--- config.mk ---
export PLATFORM = sky130hd
export DESIGN_NAME = mem_bus_arbiter_flat
export DESIGN_NICKNAME = d
export VERILOG_FILES = /design/src/rtl/mem_bus_arbiter_pkg.sv /design/src/rtl/mem_bus_arbiter_if.sv /design/src/rtl/mem_bus_arbiter_rr_picker.sv /design/src/rtl/mem_bus_arbiter.sv /design/src/flat_wrapper.sv
export SDC_FILE = /design/constraint.sdc
export NUM_CORES = 1
export LEC_CHECK = 0
export ABC_AREA = 1
export BUFFER_PORTS_ARGS = -buffer_cell sky130_fd_sc_hd__buf_2
export CELL_PAD_IN_SITES_DETAIL_PLACEMENT = 0
export CELL_PAD_IN_SITES_GLOBAL_PLACEMENT = 1
export CORE_ASPECT_RATIO = 1.4
export CORE_MARGIN = 2
export CORE_UTILIZATION = 30
export CTS_CLUSTER_DIAMETER = 100
export DETAILED_ROUTE_END_ITERATION = 12
export PLACE_DENSITY_LB_ADDON = 0.08
export SETUP_SLACK_MARGIN = 0.1
export SLEW_MARGIN = 5
export SYNTH_ARGS = -nofsm -noshare
export SYNTH_HDL_FRONTEND = slang
export SYNTH_SLANG_ARGS = --single-unit
--- constraint.sdc ---
create_clock -name clock -period 1.4 [get_ports clock]
set_input_delay 0.28 -clock clock [delete_from_list [all_inputs] [get_ports clock]]
set_output_delay 0.28 -clock clock [all_outputs]
set_load 0.05 [all_outputs]
--- src/rtl/mem_bus_arbiter_pkg.sv ---
// Shared definitions for the program/data RAM arbiter: FSM encoding, default
// bus widths and a small index-wrap helper.
package mem_bus_arbiter_pkg;

  localparam int DEF_NUM_REQ    = 2;
  localparam int DEF_ADDR_WIDTH = 12;
  localparam int DEF_DATA_WIDTH = 8;

  typedef enum logic [1:0] {
    IDLE   = 2'd0,
    ACCESS = 2'd1,
    RESP   = 2'd2
  } arb_state_e;

  // Next requester index with explicit wrap to 0.
  function automatic int wrap_inc(input int idx, input int n);
    return (idx + 1 >= n) ? 0 : idx + 1;
  endfunction

endpackage

--- src/rtl/mem_bus_arbiter_if.sv ---
// Requester-side handshake and RAM-side signals of the arbiter.
// The slave modport is the arbiter; the master modport is requesters plus RAM.
interface mem_bus_arbiter_if
  import mem_bus_arbiter_pkg::*;
#(
  parameter int NUM_REQ    = DEF_NUM_REQ,
  parameter int ADDR_WIDTH = DEF_ADDR_WIDTH,
  parameter int DATA_WIDTH = DEF_DATA_WIDTH
);

  logic [NUM_REQ-1:0]            req;
  logic [NUM_REQ-1:0]            we;
  logic [NUM_REQ-1:0]            lock;
  logic [NUM_REQ*ADDR_WIDTH-1:0] addr;
  logic [NUM_REQ*DATA_WIDTH-1:0] wdata;
  logic [NUM_REQ-1:0]            gnt;
  logic [NUM_REQ-1:0]            rvalid;
  logic [DATA_WIDTH-1:0]         rdata;

  logic [ADDR_WIDTH-1:0]         mem_addr;
  logic [DATA_WIDTH-1:0]         mem_wdata;
  logic                          mem_we;
  logic                          mem_re;
  logic [DATA_WIDTH-1:0]         mem_rdata;

  modport slave (
    input  req, we, lock, addr, wdata, mem_rdata,
    output gnt, rvalid, rdata, mem_addr, mem_wdata, mem_we, mem_re
  );

  modport master (
    output req, we, lock, addr, wdata, mem_rdata,
    input  gnt, rvalid, rdata, mem_addr, mem_wdata, mem_we, mem_re
  );

endinterface

--- src/rtl/mem_bus_arbiter_rr_picker.sv ---
// Combinational round-robin picker: first eligible index at or after ptr,
// wrapping past N-1 back to 0.
module rr_picker #(
  parameter int N  = 2,
  parameter int PW = (N > 1) ? $clog2(N) : 1
) (
  input  logic [N-1:0]  eligible,
  input  logic [PW-1:0] ptr,
  output logic [N-1:0]  pick,
  output logic [PW-1:0] pick_idx,
  output logic          valid
);

  always_comb begin
    int idx;
    pick     = '0;
    pick_idx = '0;
    valid    = 1'b0;
    idx      = 0;
    for (int k = 0; k < N; k++) begin
      idx = int'(ptr) + k;
      if (idx >= N) idx = idx - N;
      if (!valid && eligible[idx]) begin
        pick[idx] = 1'b1;
        pick_idx  = PW'(idx);
        valid     = 1'b1;
      end
    end
  end

endmodule

--- src/rtl/mem_bus_arbiter.sv ---
// Round-robin arbiter with per-requester lock in front of the synchronous
// program/data RAM; one access every two cycles.
module mem_bus_arbiter
  import mem_bus_arbiter_pkg::*;
#(
  parameter int NUM_REQ    = DEF_NUM_REQ,
  parameter int ADDR_WIDTH = DEF_ADDR_WIDTH,
  parameter int DATA_WIDTH = DEF_DATA_WIDTH
) (
  input logic              clock,
  input logic              reset,
  mem_bus_arbiter_if.slave bus
);

  // state  | meaning
  // IDLE   | no access in flight, arbitrating every cycle
  // ACCESS | RAM strobe and gnt for the captured request
  // RESP   | rvalid for reads, arbitrating for the next access

  localparam int PW = (NUM_REQ > 1) ? $clog2(NUM_REQ) : 1;

  arb_state_e state, state_d;

  logic [PW-1:0]         rr_ptr, rr_ptr_d;
  logic [PW-1:0]         owner, owner_d;
  logic                  locked, locked_d;
  logic [PW-1:0]         cur, cur_d;
  logic                  we_r, we_d;

  logic [NUM_REQ-1:0]    gnt_q, gnt_d;
  logic [NUM_REQ-1:0]    rvalid_q, rvalid_d;
  logic                  mem_we_q, mem_we_d;
  logic                  mem_re_q, mem_re_d;
  logic [ADDR_WIDTH-1:0] mem_addr_q, mem_addr_d;
  logic [DATA_WIDTH-1:0] mem_wdata_q, mem_wdata_d;

  logic [NUM_REQ-1:0]    owner_oh;
  logic [NUM_REQ-1:0]    cur_oh;
  logic                  hold;
  logic [NUM_REQ-1:0]    eligible;
  logic [NUM_REQ-1:0]    pick;
  logic [PW-1:0]         pick_idx;
  logic                  pick_valid;

  assign owner_oh = NUM_REQ'(1) << owner;
  assign cur_oh   = NUM_REQ'(1) << cur;

  // A lock only holds off others while the owner is still asking; an absent
  // owner releases it within the same decision.
  assign hold     = locked && bus.req[owner];
  assign eligible = hold ? owner_oh : bus.req;

  rr_picker #(.N(NUM_REQ), .PW(PW)) u_picker (
    .eligible (eligible),
    .ptr      (rr_ptr),
    .pick     (pick),
    .pick_idx (pick_idx),
    .valid    (pick_valid)
  );

  always_comb begin
    state_d     = state;
    rr_ptr_d    = rr_ptr;
    owner_d     = owner;
    locked_d    = locked;
    cur_d       = cur;
    we_d        = we_r;
    gnt_d       = '0;
    rvalid_d    = '0;
    mem_we_d    = 1'b0;
    mem_re_d    = 1'b0;
    mem_addr_d  = mem_addr_q;
    mem_wdata_d = mem_wdata_q;

    case (state)
      ACCESS: begin
        state_d = RESP;
        if (!we_r) rvalid_d = cur_oh;
      end
      IDLE, RESP: begin
        if (pick_valid) begin
          state_d     = ACCESS;
          cur_d       = pick_idx;
          owner_d     = pick_idx;
          locked_d    = bus.lock[pick_idx];
          we_d        = bus.we[pick_idx];
          gnt_d       = pick;
          mem_we_d    = bus.we[pick_idx];
          mem_re_d    = !bus.we[pick_idx];
          mem_addr_d  = bus.addr[int'(pick_idx)*ADDR_WIDTH +: ADDR_WIDTH];
          mem_wdata_d = bus.wdata[int'(pick_idx)*DATA_WIDTH +: DATA_WIDTH];
          if (!hold) rr_ptr_d = PW'(wrap_inc(int'(pick_idx), NUM_REQ));
        end else begin
          state_d = IDLE;
          if (!bus.lock[owner]) locked_d = 1'b0;
        end
      end
      default: state_d = IDLE;
    endcase
  end

  always_ff @(posedge clock or posedge reset) begin
    if (reset) begin
      state       <= IDLE;
      rr_ptr      <= '0;
      owner       <= '0;
      locked      <= 1'b0;
      cur         <= '0;
      we_r        <= 1'b0;
      gnt_q       <= '0;
      rvalid_q    <= '0;
      mem_we_q    <= 1'b0;
      mem_re_q    <= 1'b0;
      mem_addr_q  <= '0;
      mem_wdata_q <= '0;
    end else begin
      state       <= state_d;
      rr_ptr      <= rr_ptr_d;
      owner       <= owner_d;
      locked      <= locked_d;
      cur         <= cur_d;
      we_r        <= we_d;
      gnt_q       <= gnt_d;
      rvalid_q    <= rvalid_d;
      mem_we_q    <= mem_we_d;
      mem_re_q    <= mem_re_d;
      mem_addr_q  <= mem_addr_d;
      mem_wdata_q <= mem_wdata_d;
    end
  end

  assign bus.gnt       = gnt_q;
  assign bus.rvalid    = rvalid_q;
  assign bus.mem_we    = mem_we_q;
  assign bus.mem_re    = mem_re_q;
  assign bus.mem_addr  = mem_addr_q;
  assign bus.mem_wdata = mem_wdata_q;
  assign bus.rdata     = bus.mem_rdata;

endmodule
--- src/flat_wrapper.sv ---
// flat-port wrapper written by rule: the top's interface ports become plain ports
module mem_bus_arbiter_flat import mem_bus_arbiter_pkg::*;
#(
  parameter int NUM_REQ    = DEF_NUM_REQ,
  parameter int ADDR_WIDTH = DEF_ADDR_WIDTH,
  parameter int DATA_WIDTH = DEF_DATA_WIDTH
)
  (clock, reset, bus_req, bus_we, bus_lock, bus_addr, bus_wdata, bus_mem_rdata, bus_gnt, bus_rvalid, bus_rdata, bus_mem_addr, bus_mem_wdata, bus_mem_we, bus_mem_re);
  mem_bus_arbiter_if #(.NUM_REQ(NUM_REQ), .ADDR_WIDTH(ADDR_WIDTH), .DATA_WIDTH(DATA_WIDTH)) bus_i ();
  input logic clock;
  input logic reset;
  input wire logic [$bits(bus_i.req)-1:0] bus_req;
  input wire logic [$bits(bus_i.we)-1:0] bus_we;
  input wire logic [$bits(bus_i.lock)-1:0] bus_lock;
  input wire logic [$bits(bus_i.addr)-1:0] bus_addr;
  input wire logic [$bits(bus_i.wdata)-1:0] bus_wdata;
  input wire logic [$bits(bus_i.mem_rdata)-1:0] bus_mem_rdata;
  output wire logic [$bits(bus_i.gnt)-1:0] bus_gnt;
  output wire logic [$bits(bus_i.rvalid)-1:0] bus_rvalid;
  output wire logic [$bits(bus_i.rdata)-1:0] bus_rdata;
  output wire logic [$bits(bus_i.mem_addr)-1:0] bus_mem_addr;
  output wire logic [$bits(bus_i.mem_wdata)-1:0] bus_mem_wdata;
  output wire logic [$bits(bus_i.mem_we)-1:0] bus_mem_we;
  output wire logic [$bits(bus_i.mem_re)-1:0] bus_mem_re;
  assign bus_i.req = bus_req;
  assign bus_i.we = bus_we;
  assign bus_i.lock = bus_lock;
  assign bus_i.addr = bus_addr;
  assign bus_i.wdata = bus_wdata;
  assign bus_i.mem_rdata = bus_mem_rdata;
  assign bus_gnt = bus_i.gnt;
  assign bus_rvalid = bus_i.rvalid;
  assign bus_rdata = bus_i.rdata;
  assign bus_mem_addr = bus_i.mem_addr;
  assign bus_mem_wdata = bus_i.mem_wdata;
  assign bus_mem_we = bus_i.mem_we;
  assign bus_mem_re = bus_i.mem_re;
  mem_bus_arbiter #(.NUM_REQ(NUM_REQ), .ADDR_WIDTH(ADDR_WIDTH), .DATA_WIDTH(DATA_WIDTH)) u_core (.clock(clock), .reset(reset), .bus(bus_i));
endmodule
==> results of run 1 <==
==> Yosys cell counts <==
master	count	area [um^2]
nand2_2	1	6.26
buf_2	5	25.0
nor2_4	1	11.3
o211ai_1	1	7.51
clkbuf_1	3	11.3
inv_2	1	3.75
nor4b_1	1	8.76
buf_6	2	22.5
buf_4	8	60.1
inv_1	49	184
a21oi_1	2	10.0
nand2_1	71	267
nor2_1	5	18.8
nor2_2	1	6.26
nor4_1	1	6.26
o21ai_1	1	5.00
dfrtp_1	32	801
nand3_1	47	235
nand3_2	2	20.0
==> flip-flops by register name (all words and copies together), names as in the netlist <==
signal / count
u_core.rr_ptr: 1
u_core.we_r: 1
u_core.bus.mem_wdata: 8
u_core.bus.gnt: 2
u_core.bus.mem_re: 1
u_core.bus.mem_we: 1
u_core.state: 2
u_core.owner: 1
u_core.bus.mem_addr: 12
u_core.locked: 1
u_core.bus.rvalid: 2
==> final cells by class <==
cell class | instances | area share, %
clock buffers | 6 | 3.62
flip-flops and latches | 32 | 35.3
repair buffers | 86 | 21.2
multi-input cells | 134 | 27.5
clock inverters | 2 | 0.439
inverters | 50 | 8.24
well taps | 68 | 3.73
==> power by group <==
part           leakage [nW]  total (W)  internal (W)  switching (W)
combinational         0.965    0.00153      0.000433        0.00109
sequential            0.392    0.00126       0.00114       0.000127
clock                0.0510   0.000730      0.000392       0.000338
==> worst max-delay path, delay by kind of cell, from the launching register on <==
| family | cells | cell delay, ns |
|---|---|---|
| and+or+nand+nor | 6 | 0.52 |
| buffers and inverters | 1 | 0.16 |
| DFF | 1 | 0.44 |
==> routing by layer <==
layer | vias up | global-route usage (%)
met2 | 60 | 24.5
met3 | 5 | 3.01
met4 | 0 | 5.50
met1 | 723 | 20.0
li1 | 851 | -
met5 | - | 0
==> logic make-up after synthesis <==
| kind of cell | share of synthesized area (%) |
|---|---|
| AO/OA/AOI/OAI | 1.32 |
| buffers and inverters | 17.9 |
| flip-flops | 46.9 |
| AND/OR/NAND/NOR | 33.9 |
==> worst max path at each step <==
stage                                                     to                 startpoint  cells past startpoint  slack [ns]
after global routing                 u_core.we_r$_DFFE_PP0P_  u_core.locked$_DFFE_PP0P_                      7        0.07
after floorplan           u_core.bus.mem_addr[0]$_DFFE_PP0P_   u_core.owner$_DFFE_PP0P_                      7        0.18
after global placement               u_core.we_r$_DFFE_PP0P_                 bus_req[0]                      9        0.12
after detailed placement             u_core.we_r$_DFFE_PP0P_                 bus_req[0]                      9        0.11
final                                u_core.we_r$_DFFE_PP0P_  u_core.locked$_DFFE_PP0P_                      7        0.17
after CTS                            u_core.we_r$_DFFE_PP0P_  u_core.locked$_DFFE_PP0P_                      8        0.11
==> stage by stage <==
stage / power [W] / hold WS (ns)
after floorplan: 0.00240 / 0.396
after global placement: 0.00279 / 0.397
after detailed placement: 0.00278 / 0.401
after CTS: 0.00354 / 0.0960
after global routing: 0.00376 / 0.126
final: 0.00352 / 0.0812
==> repair_timing <==
item,in CTS,in global routing
hold buffers,0,0
setup endpoints to repair,0,25
gates resized for setup,0,9
==> out/qor.csv, run 1 <==
stage,metric,value,unit
sta,timing.fmax,0.810,GHz
worst_setup_path,cp_max_fo,14,
sta,hold_violations,0,
clocking,cts_setup_buffers,0,
worst_setup_path,critPathCaptureType,flop,
worst_setup_path,cp_slowest_stage_delay,0.44,ns
sta,slew_headroom,71.3,%
detailed_routing,firstDrtPassIters,4,
die,rows,32,
power,power.leakage,1.41,nW
finish,nNetsFinal,365,
finish,drive_gt1_share,33.5,%
power,power_density,1540,nW/um^2
yosys,syn-instance-count,234,
detailed_routing,detail_route.wl_per_cell,11.4,um
sta,final-max-slew-violation-count,0,
finish,layout_commonest_cell,buf_2,
clocking,cts_tree,built,
worst_setup_path,reg2reg_from,u_core.locked$_DFFE_PP0P_,
worst_setup_path,rrSetupSlack,0.17,ns
clocking,cts_root_buf,clkbuf_8,
finish,layout_common_cells,"buf_2 (73), nand2_1 (70), inv_1 (49), nand3_1 (47), dfrtp_1 (30)",
worst_hold_path,hp-class,primary input to asynchronous set/reset pin,
yosys,synth_area,1710,um^2
worst_setup_path,arrival,1.41,ns
placed_design,dp_worst_setup_slack,0.106,ns
clocking,clkLatencyLatePin,0.28,ns
detailed_routing,drc,0,
global_routing,first_global_vias,1590,
worst_setup_path,crit_path_start_kind,flop,
finish,post-route-util,41.2,%
run,maxCapViolations,0,
detailed_routing,viasPerCell,4.34,
die,start_util,30.9,%
finish,finalNonFillerCells,378,
detailed_routing,vias,1639,
finish,antennaDiodeCount,0,
detailed_routing,dr.max_layer_used,met4,
placed_design,port_buffers,73,
die,die_w,67.8,um
finish,num-fill-cells,604,
clocking,clock_sinks,32,
finish,area_growth,33.3,%
global_routing,grt_max_degree,33,
die,dieArea,6330,um^2
die,num_io_pins,90,
clocking,path_clk_slew,0.07,ns
global_routing,grt_pass1_wl,7290,um
detailed_routing,wl_met2,2000,um
outcome,status,finished clean,
sta,worst_pin_slew,0.431,ns
yosys,synth_nets,290,
placed_design,dp_hpwl,3180,um
detailed_routing,wl_met3,296,um
die,die_y,93.3,um
yosys,seq_area_frac_synth,46.9,%
clocking,cts_made_buffers,5,
power,ir_drop,0.506,mV
detailed_routing,wirelength,4330,um
sta,period_share,88.2,%
clocking,cts_buffer_depth,2,
global_routing,gr-total-overflow,0,
sta,period_needed,1.23,ns
worst_setup_path,crit_chain,nand2_2 -> nor2_4 -> nor2_4 -> buf_8 -> nand3_1 -> nand3_1 -> nand2_1,
yosys,ys_seq_elements,32,
placed_design,dpl_cell_area,2150,um^2
detailed_routing,ant_nets,0,
worst_setup_path,r2r-end,u_core.we_r$_DFFE_PP0P_,
clocking,htreeDepth,2,
worst_setup_path,ff2ff_path_depth,7,
die,core_area,5530,um^2
detailed_routing,wl_met1,1950,um
sta,setup_tns,0,ns
sta,fin_worst_skew,0.00413,ns
placed_design,dp.cells,370,
yosys,yosysWarningCount,0,
sta,rsz0062_at_grt,true,
global_routing,antenna_found_initial,0,
sta,setup_ws,0.165,ns
worst_setup_path,critical_path_class,flop to flop,
yosys,avgSynthCellArea,7.30,um^2
placed_design,gp_congestion,0.758,
finish,ff_latch_area,803,um^2
finish,stdcell_area,2280,um^2
worst_setup_path,critPathRequiredTime,1.57,ns
yosys,ys_types,19,
worst_setup_path,slowest_stage,dfrtp_2,
detailed_routing,drt_iter0_drc,95,
sta,setup-violations-final,0,
finish,multi_input_area,627,um^2
global_routing,grtUsageTotal,15.2,%
Power figures use the tool's default switching activity.
==> run 2: changes to the inputs <==
--- a/config.mk
+++ b/config.mk
@@ -9,7 +9,6 @@
 export BUFFER_PORTS_ARGS = -buffer_cell sky130_fd_sc_hd__buf_2
 export CELL_PAD_IN_SITES_DETAIL_PLACEMENT = 0
 export CELL_PAD_IN_SITES_GLOBAL_PLACEMENT = 1
-export CORE_ASPECT_RATIO = 1.4
 export CORE_MARGIN = 2
 export CORE_UTILIZATION = 30
 export CTS_CLUSTER_DIAMETER = 100
==> run 2 against run 1 <==
Highest routed layer unchanged. Flip-flop and latch count unchanged. Setup slack gained 0.0060 ns. Clock power down 0.5%. Wire length up 3.2%. Count of clock-buffer cells in the layout up 2. Critical path type unchanged.
==> out/qor.csv, run 2 (same netlist as run 1, synthesis figures left out) <==
stage,metric,value,unit,change
power,p_sw_share,44.0,%,-0.29 points
placed_design,gp_congestion,0.722,,-4.8%
placed_design,dp.cells,371,,+0.27%
finish,drive_gt1_share,32.5,%,-1.1 points
detailed_routing,firstDrtPassIters,2,,-2
clocking,cts_tree,built,,
worst_setup_path,worst-path-buf-inv,1,,unchanged
detailed_routing,ant_nets,0,,unchanged
placed_design,dp_hpwl,3140,um,-1.2%
worst_setup_path,cp_slowest_stage_delay,0.45,ns,about the same
detailed_routing,viasPerCell,4.17,,-3.9%
die,core_area,5510,um^2,-0.34%
die,die_w,79.5,um,+17%
detailed_routing,detail_route.wl_per_cell,11.7,um,+2.7%
sta,period_needed,1.23,ns,-0.00602 ns
power,switchingPower,0.00155,W,-0.58%
global_routing,gr-total-overflow,0,,unchanged
clocking,path_clk_slew,0.07,ns,about the same
worst_setup_path,crit_chain,nand3_2 -> nand3_4 -> nand2_2 -> buf_4 -> nand2_1 -> nand3_1 -> nand2_1,,
sta,slew_headroom,72.1,%,+0.81 points
outcome,status,finished clean,,
finish,antennaDiodeCount,0,,unchanged
finish,layout_common_cells,"buf_2 (73), nand2_1 (70), inv_1 (49), nand3_1 (46), dfrtp_1 (31)",,
clocking,cts_made_buffers,5,,unchanged
global_routing,grt_max_degree,33,,unchanged
die,die_y,79.5,um,-15%
clocking,cts_hold_buf,0,,unchanged
worst_setup_path,slowest_stage,dfrtp_2,,
sta,setup-violations-final,0,,unchanged
finish,area_growth,33.3,%,unchanged
sta,final-max-slew-violation-count,0,,unchanged
die,num_io_pins,90,,unchanged
placed_design,port_buffers,73,,unchanged
sta,setup_tns,0,ns,unchanged
worst_setup_path,arrival,1.40,ns,about the same
detailed_routing,vias,1584,,-3.4%
power,power.internal,0.00197,W,+0.58%
global_routing,antenna_found_initial,0,,unchanged
worst_setup_path,cpLargestDelayFamily,simple AND/OR/NAND/NOR gates,,
worst_hold_path,hp-class,primary input to asynchronous set/reset pin,,
clocking,clock_sinks,32,,unchanged
power,power_density,1550,nW/um^2,about the same
worst_setup_path,cp_max_fo,9,,-5
power,total_power,0.00352,W,about the same
finish,nNetsFinal,363,,-0.55%
clocking,htreeDepth,2,,unchanged
power,ir_drop,0.537,mV,+6.1%
die,rows,27,,-16%
worst_setup_path,crit_path_start_kind,flop,,
clocking,cts_buffer_depth,2,,unchanged
finish,layout_commonest_cell,buf_2,,
finish,largest_register_ffs,12,,unchanged
worst_setup_path,critical_path_class,flop to flop,,
sta,hold_violations,0,,unchanged
sta,worst_pin_slew,0.419,ns,-0.0121 ns
sta,timing.fmax,0.814,GHz,+0.49%
die,dieArea,6320,um^2,-0.13%
global_routing,grtUsageTotal,15.1,%,-0.14 points
sta,whs,0.0744,ns,-0.00680 ns
finish,num-fill-cells,610,,+0.99%
clocking,clkLatencyLatePin,0.28,ns,about the same
worst_setup_path,critPathCaptureType,flop,,
sta,fin_worst_skew,0.00565,ns,+0.00153 ns
global_routing,first_global_vias,1490,,-6.3%
finish,finalNonFillerCells,380,,+0.53%
worst_setup_path,critPathRequiredTime,1.57,ns,about the same
sta,rsz0062_at_grt,true,,
power,combinationalPowerShare,43.5,%,about the same
power,power_frac_clock,20.6,%,-0.2 points
clocking,cts_root_buf,clkbuf_8,,
run,maxCapViolations,0,,unchanged
global_routing,grt_pass1_wl,7260,um,-0.38%
power,power.share.sequential,35.9,%,about the same
worst_setup_path,crit_top_cell,nand2_1,,
power,power.leakage,1.40,nW,-0.40%
detailed_routing,drc,0,,unchanged
sta,period_share,87.8,%,-0.43 points
detailed_routing,drt_iter0_drc,42,,-56%
detailed_routing,wirelength,4460,um,+3.2%
die,start_util,31.0,%,+0.11 points
[run 2: final cells by class]
cell class                 instances  area [um^2]  share of cell area, %
clock buffer                       8         90.1                   3.95
inverter                          50          188                   8.24
multi-input combinational        134          624                   27.4
sequential                        32          802                   35.2
tap                               72         90.1                   3.95
timing repair buffer              84          484                   21.3
[run 2: metal layers]
layer	GRT usage (%)	up-vias	routed length [um]
met5	0	-	0
met4	5.34	0	48
met3	5.20	4	290
met2	24.2	44	2130
met1	18.8	695	1990
li1	-	841	-
[run 2: power groups by stage]
stage	sequential [W]	clock (W)	combinational [W]
4_1_cts	0.00126	0.000766	0.00152
6_report	0.00126	0.000726	0.00153
3_5_place_dp	0.00127	0	0.00151
2_1_floorplan	0.00186	0	0.000539
5_1_grt	0.00129	0.000816	0.00166
3_3_place_gp	0.00128	0	0.00151
[run 2: timing repair]
action / 4_1_cts / 5_1_grt
buffers inserted: 0 / 1
pin swaps: 0 / 1
endpoints found under the setup margin: 6 / 20
resized for setup: 1 / 8
[run 2: final timing paths]
check,from,depth (start not counted),end,slack (ns)
max,u_core.owner$_DFFE_PP0P_,7,u_core.bus.mem_addr[4]$_DFFE_PP0P_,0.17
min,reset,3,u_core.bus.mem_addr[1]$_DFFE_PP0P_,0.07
max reg2reg,u_core.owner$_DFFE_PP0P_,7,u_core.bus.mem_addr[4]$_DFFE_PP0P_,0.17
min reg2reg,u_core.state[1]$_DFF_PP0_,1,u_core.state[1]$_DFF_PP0_,0.46
max in group asynchronous,reset,3,u_core.owner$_DFFE_PP0P_,1.00
min in group clock,bus_addr[10],5,u_core.bus.mem_addr[10]$_DFFE_PP0P_,0.29
[run 2: worst register-to-register path, delay by kind of cell, from the launching register on]
family	cells	cell delay, ns
buffers and inverters	1	0.17
and+or+nand+nor	6	0.50
DFF	1	0.45
[run 2: stage by stage]
step	util, %	area, um^2	worst slack [ns]
floorplan	-	1710	0.183
global placement	39.0	2150	0.132
detailed placement	39.0	2150	0.110
CTS	40.6	2240	0.130
global route	41.4	2280	0.0982
finish	41.4	2280	0.171
